File: src/rtl/hd44780_text_buffer.sv
// Character frame buffer and refresh sequencer feeding an HD44780 4-bit driver.
// Optional HD44780_BUF_RESET_FILL_EN: run the fill engine automatically after reset.
module hd44780_text_buffer #(
    parameter int              MEM_DEPTH       = 64,
    parameter int              ADDR_BITS       = 6,
    parameter int              DATA_WIDTH      = 8,
    parameter logic [7:0]      FILL_CHAR       = 8'h20,
    parameter int              REFRESH_HOLDOFF = 250,
    parameter int              BUSY_TIMEOUT    = 15
) (
    input  logic                  clk,
    input  logic                  rst,
    input  logic                  wr_valid,
    output logic                  wr_ready,
    input  logic [ADDR_BITS-1:0]  wr_addr,
    input  logic [DATA_WIDTH-1:0] wr_data,
    input  logic                  clear,
    input  logic [ADDR_BITS-1:0]  rd_addr,
    output logic [DATA_WIDTH-1:0] rd_data,
    input  logic                  lcd_busy,
    output logic                  lcd_trg,
    output logic                  dirty,
    output logic                  clearing
);

    localparam int CNT_MAX = (REFRESH_HOLDOFF > BUSY_TIMEOUT) ? REFRESH_HOLDOFF : BUSY_TIMEOUT;
    localparam int CNT_W   = $clog2(CNT_MAX + 1);
    localparam logic [ADDR_BITS-1:0] LAST_ADDR = ADDR_BITS'(MEM_DEPTH - 1);

`ifdef HD44780_BUF_RESET_FILL_EN
    localparam logic CLEARING_RST = 1'b1;
`else
    localparam logic CLEARING_RST = 1'b0;
`endif

    typedef enum logic [2:0] {
        R_IDLE,
        R_HOLD,
        R_TRIG,
        R_WAIT,
        R_BUSY
    } r_state_t;

    logic [DATA_WIDTH-1:0] mem [MEM_DEPTH];

    r_state_t              state_q, state_d;
    logic [CNT_W-1:0]      cnt_q, cnt_d;
    logic [ADDR_BITS-1:0]  fill_ptr_q, fill_ptr_d;
    logic                  clearing_q, clearing_d;
    logic                  dirty_q, dirty_d;
    logic                  lcd_trg_q, lcd_trg_d;
    logic [DATA_WIDTH-1:0] rd_data_q;

    logic                  wr_accept;
    logic                  mem_we;
    logic [ADDR_BITS-1:0]  mem_waddr;
    logic [DATA_WIDTH-1:0] mem_wdata;

    assign wr_ready  = !clearing_q;
    assign wr_accept = wr_valid && wr_ready;

    always_comb begin
        state_d    = state_q;
        cnt_d      = cnt_q;
        fill_ptr_d = fill_ptr_q;
        clearing_d = clearing_q;
        dirty_d    = dirty_q;
        mem_we     = 1'b0;
        mem_waddr  = wr_addr;
        mem_wdata  = wr_data;

        // The fill engine owns the write port; host writes are refused while it runs.
        if (clearing_q) begin
            mem_we    = 1'b1;
            mem_waddr = fill_ptr_q;
            mem_wdata = DATA_WIDTH'(FILL_CHAR);
            if (fill_ptr_q == LAST_ADDR) begin
                fill_ptr_d = '0;
                clearing_d = 1'b0;
                dirty_d    = 1'b1;
            end else begin
                fill_ptr_d = fill_ptr_q + ADDR_BITS'(1);
            end
        end else begin
            mem_we = wr_accept;
            if (clear) begin
                clearing_d = 1'b1;
                fill_ptr_d = '0;
            end
        end

        case (state_q)
            R_IDLE: begin
                if (dirty_q && !lcd_busy && !clearing_q) begin
                    cnt_d   = CNT_W'(REFRESH_HOLDOFF);
                    state_d = R_HOLD;
                end
            end
            R_HOLD: begin
                if (lcd_busy || clearing_q) begin
                    state_d = R_IDLE;
                end else if (cnt_q == '0) begin
                    state_d = R_TRIG;
                end else begin
                    cnt_d = cnt_q - CNT_W'(1);
                end
            end
            R_TRIG: begin
                dirty_d = 1'b0;
                cnt_d   = CNT_W'(BUSY_TIMEOUT);
                state_d = R_WAIT;
            end
            R_WAIT: begin
                if (lcd_busy) begin
                    state_d = R_BUSY;
                end else if (cnt_q == '0) begin
                    // Driver never acknowledged the trigger: mark dirty so it is retried.
                    dirty_d = 1'b1;
                    state_d = R_IDLE;
                end else begin
                    cnt_d = cnt_q - CNT_W'(1);
                end
            end
            R_BUSY: begin
                if (!lcd_busy) begin
                    state_d = R_IDLE;
                end
            end
            default: state_d = R_IDLE;
        endcase

        // A host write always wins over the trigger's dirty clear.
        if (wr_accept) begin
            dirty_d = 1'b1;
        end

        lcd_trg_d = (state_d == R_TRIG);
    end

    always_ff @(posedge clk or posedge rst) begin
        if (rst) begin
            state_q    <= R_IDLE;
            cnt_q      <= '0;
            fill_ptr_q <= '0;
            clearing_q <= CLEARING_RST;
            dirty_q    <= 1'b0;
            lcd_trg_q  <= 1'b0;
        end else begin
            state_q    <= state_d;
            cnt_q      <= cnt_d;
            fill_ptr_q <= fill_ptr_d;
            clearing_q <= clearing_d;
            dirty_q    <= dirty_d;
            lcd_trg_q  <= lcd_trg_d;
        end
    end

    // Storage has no reset so it maps onto block RAM; read-before-write on collision.
    always_ff @(posedge clk) begin
        if (mem_we) begin
            mem[mem_waddr] <= mem_wdata;
        end
    end

    always_ff @(posedge clk or posedge rst) begin
        if (rst) begin
            rd_data_q <= '0;
        end else begin
            rd_data_q <= mem[rd_addr];
        end
    end

    assign rd_data  = rd_data_q;
    assign lcd_trg  = lcd_trg_q;
    assign dirty    = dirty_q;
    assign clearing = clearing_q;

endmodule

File: config.mk
export PLATFORM = sky130hd
export DESIGN_NAME = hd44780_text_buffer
export DESIGN_NICKNAME = d
export VERILOG_FILES = /design/src/rtl/hd44780_text_buffer.sv
export SDC_FILE = /design/constraint.sdc
export NUM_CORES = 1
export LEC_CHECK = 0
export ABC_AREA = 1
export ABC_CLOCK_PERIOD_IN_PS = 3700
export CORE_MARGIN = 5
export CORE_UTILIZATION = 40
export CTS_BUF_LIST = sky130_fd_sc_hd__clkbuf_4 sky130_fd_sc_hd__clkbuf_8 sky130_fd_sc_hd__clkbuf_16
export CTS_CLUSTER_DIAMETER = 80
export DETAILED_ROUTE_END_ITERATION = 10
export DONT_BUFFER_PORTS = 1
export GPL_TIMING_DRIVEN = 0
export REMOVE_ABC_BUFFERS = 1
export SLEW_MARGIN = 40
export SYNTH_ARGS = -nofsm -noshare
export SYNTH_HDL_FRONTEND = slang
export SYNTH_SLANG_ARGS = --single-unit
export TNS_END_PERCENT = 20
File: constraint.sdc
create_clock -name clk -period 3.7 [get_ports clk]
set_input_delay 0.925 -clock clk [delete_from_list [all_inputs] [get_ports clk]]
set_output_delay 0.925 -clock clk [all_outputs]
set_load 0.005 [all_outputs]
==> impl_results.md <==
* Total power at 14.27 mW
* P_leak at 9.046 nW
* Avg Cell Area, Syn at 11.46 um^2
* # port buffers at 0
* Chip width at 247.5 um
* Final net count at 1958
* Mapped Area at 22560 um^2
* Initial antenna violation count at 0
* R2r setup slk at 350 ps
* WP data arrival at 3560 ps
* DR iter-0 viols at 1347
* Die area at 61250 um^2
* CTS tree: yes
* Gr usage total at 0.1752
* CTS Buf Count at 53
* Share of cells above drive strength 1 at 0.07708
* Cell Area, Placed at 23200 um^2
* MaxCap Viol Count at 0
* Reg clk slew, reported paths at 60 ps
* Clock Tree Buf Depth at 3
* Critical path required time at 3920 ps
* Via density at 5.208
* Flops & latches, synth at 540
* Slew @ Worst Pin at 830.5 ps
* Core area at 56170 um^2
* Crit path capture type: flip-flop
* Slew Viols, Final at 0
* Worst vdd ir at 0.3761 mV
* Post-CTS sizing at 0
* Final Hold Viols at 0
* Element type at the critical path start: flip-flop
* RSZ-0062 raised after global routing: no
* Placed cells at 2630
* Setup violations, final at 0
* Syn Inst Count at 1969
* Status: completed
* Largest net degree at the start of global routing at 258
* Post-DP HPWL at 30940 um
* Fillers at 5206
* GRT Residual Overflow at 0
* FF-to-FF path depth at 4
* Vias in the first global route at 14090
* H-tree Lvls at 2
* Detail Route Antenna Nets at 0
* Fmax at 298.8 MHz
* Critical-path maximum fanout at 27
* Routed length per instance at 19.61 um
* Number of top-level pins at 37
* Netlist cell types at 36
* Starting density of the core at 0.4016
* DRT Wirelength at 53510 um
* # DRC at 0
* Hold Path Class: in2async
* DR vias at 14210
* Crit path launch: clearing
* Site Rows at 87
* Worst skew pair latency at 590 ps
* First-pass GRT wire length at 83210 um
* Worst slew margin at 0.4443
* Root cell of the clock tree: clkbuf_16
* Drt first pass iters at 5
* Final instance area at 25000 um^2
* Critical R2R Capture: mem[41][5]
* Die Height at 247.5 um
* Setup Fix Bufs, Post-CTS at 0
* Fin cells at 2729
* Yosys warns at 0
* CTS Sinks at 540
* CTS Hold Bufs at 0
* WS Path Type: reg2reg
* Setup TNS Final at 0 ps
* Sequential area share after synthesis at 0.7126
* Post-layout util at 0.4451
* Reg-to-reg startpoint: clearing
* GP Congestion at 0.8518
* Post-route minimum period at 3346 ps
* Tcrit/Tclk final at 0.9044
* Final Skew at 20.31 ps
* Area growth, synth to finish at 10.83%
* Pwr dens at 570.6 nW/um^2
==> synthesized netlist by cell type (all sizes together) <==
cell	count	area, um^2
nor3	3	20.02
a41oi	1	8.760
a21boi	1	7.510
nand3	445	2227
or2	1	6.260
o22ai	2	12.51
o31ai	1	7.510
edfxtp	512	15370
xnor2	1	8.760
clkbuf	9	33.78
o311ai	1	8.760
a21oi	7	35.03
dfrtp	28	700.7
o21bai	1	7.510
xor2	4	35.03
buf	104	739.4
o21ai	17	96.34
ha	3	37.54
nand4	10	100.1
a211oi	1	7.510
inv	45	173.9
nor2	85	324.1
nand2	687	2586
==> cell usage in the layout (no fill, tap or decap), types with 11 or more instances in the layout <==
cell	instances
nand2_1	684
o21ai_0	11
clkbuf_16	53
nand3_1	445
clkinv_2	12
nor2_1	67
nor2_2	11
clkbuf_4	14
dfrtp_1	27
inv_1	38
edfxtp_1	512
==> area by class of cell <==
class	instances	area, um^2	area share
diodes	1	2.502	0.0001001
clock buffers	76	1555	0.06221
clock inverters	21	205.2	0.008207
inverters	45	198.9	0.007957
multi-input cells	1271	5614	0.2246
flip-flops and latches	540	16080	0.6430
well taps	756	945.9	0.03783
repair buffers	19	402.9	0.01611
==> where the power goes <==
part / internal (mW) / total [mW] / switching (mW) / leakage, nW
clock: 3.19 / 5.42 / 2.23 / 0.888
sequential: 7.11 / 7.25 / 0.139 / 5.03
combinational: 0.399 / 1.60 / 1.20 / 3.13
total: 10.7 / 14.3 / 3.56 / 9.05
==> critical path, cell delays in order, from the launching register on <==
cell and delay [ps]:
dfrtp_2 830, inv_2 160, nand2_1 360, nand4_1 730, nor2_1 880
==> cell families (layout without fill, tap and decap cells) <==
family          after synthesis  count (layout)  synth area share
flops                       540             540            0.7126
xor+xnor                      5               5          0.001941
buf+inv                     158             161           0.04199
simple gates               1231            1231            0.2333
fa+ha+maj                     3               3          0.001664
compound gates               32              32          0.008486
other cells                   0               1                 0
==> metrics by stage <==
step	hold WS [ps]	setup WS [ps]
4_1_cts	333.6	192.5
6_report	281.1	353.7
2_1_floorplan	471.0	252.3
5_1_grt	289.3	194.3
3_3_place_gp	492.2	-2214
3_5_place_dp	515.3	191.1
==> per-layer routing <==
metal  vias up  routed length [um]  global-route usage
li1       6778                   -                   -
met5         -                   0                   0
met4         0                1319             0.05075
met1      6882               23290              0.2506
met2       463               24770              0.2749
met3        90                4132             0.03425
==> sequential cells by signal, indices dropped and copies added, names as in the netlist <==
register / count
cnt_q: 8
mem: 512
state_q: 3
fill_ptr_q: 6
dirty: 1
clearing: 1
rd_data: 8
lcd_trg: 1
==> how the worst max path moves through the flow <==
| stage | end | cells past startpoint |
|---|---|---|
| CTS | mem[51][1] | 4 |
| global route | mem[41][5] | 4 |
| finish | mem[41][5] | 4 |
| global placement | rd_data[1] | 8 |
| floorplan | rd_data[0] | 8 |
| detailed placement | mem[51][5] | 4 |
No activity file was read; power rests on OpenSTA's default activity.
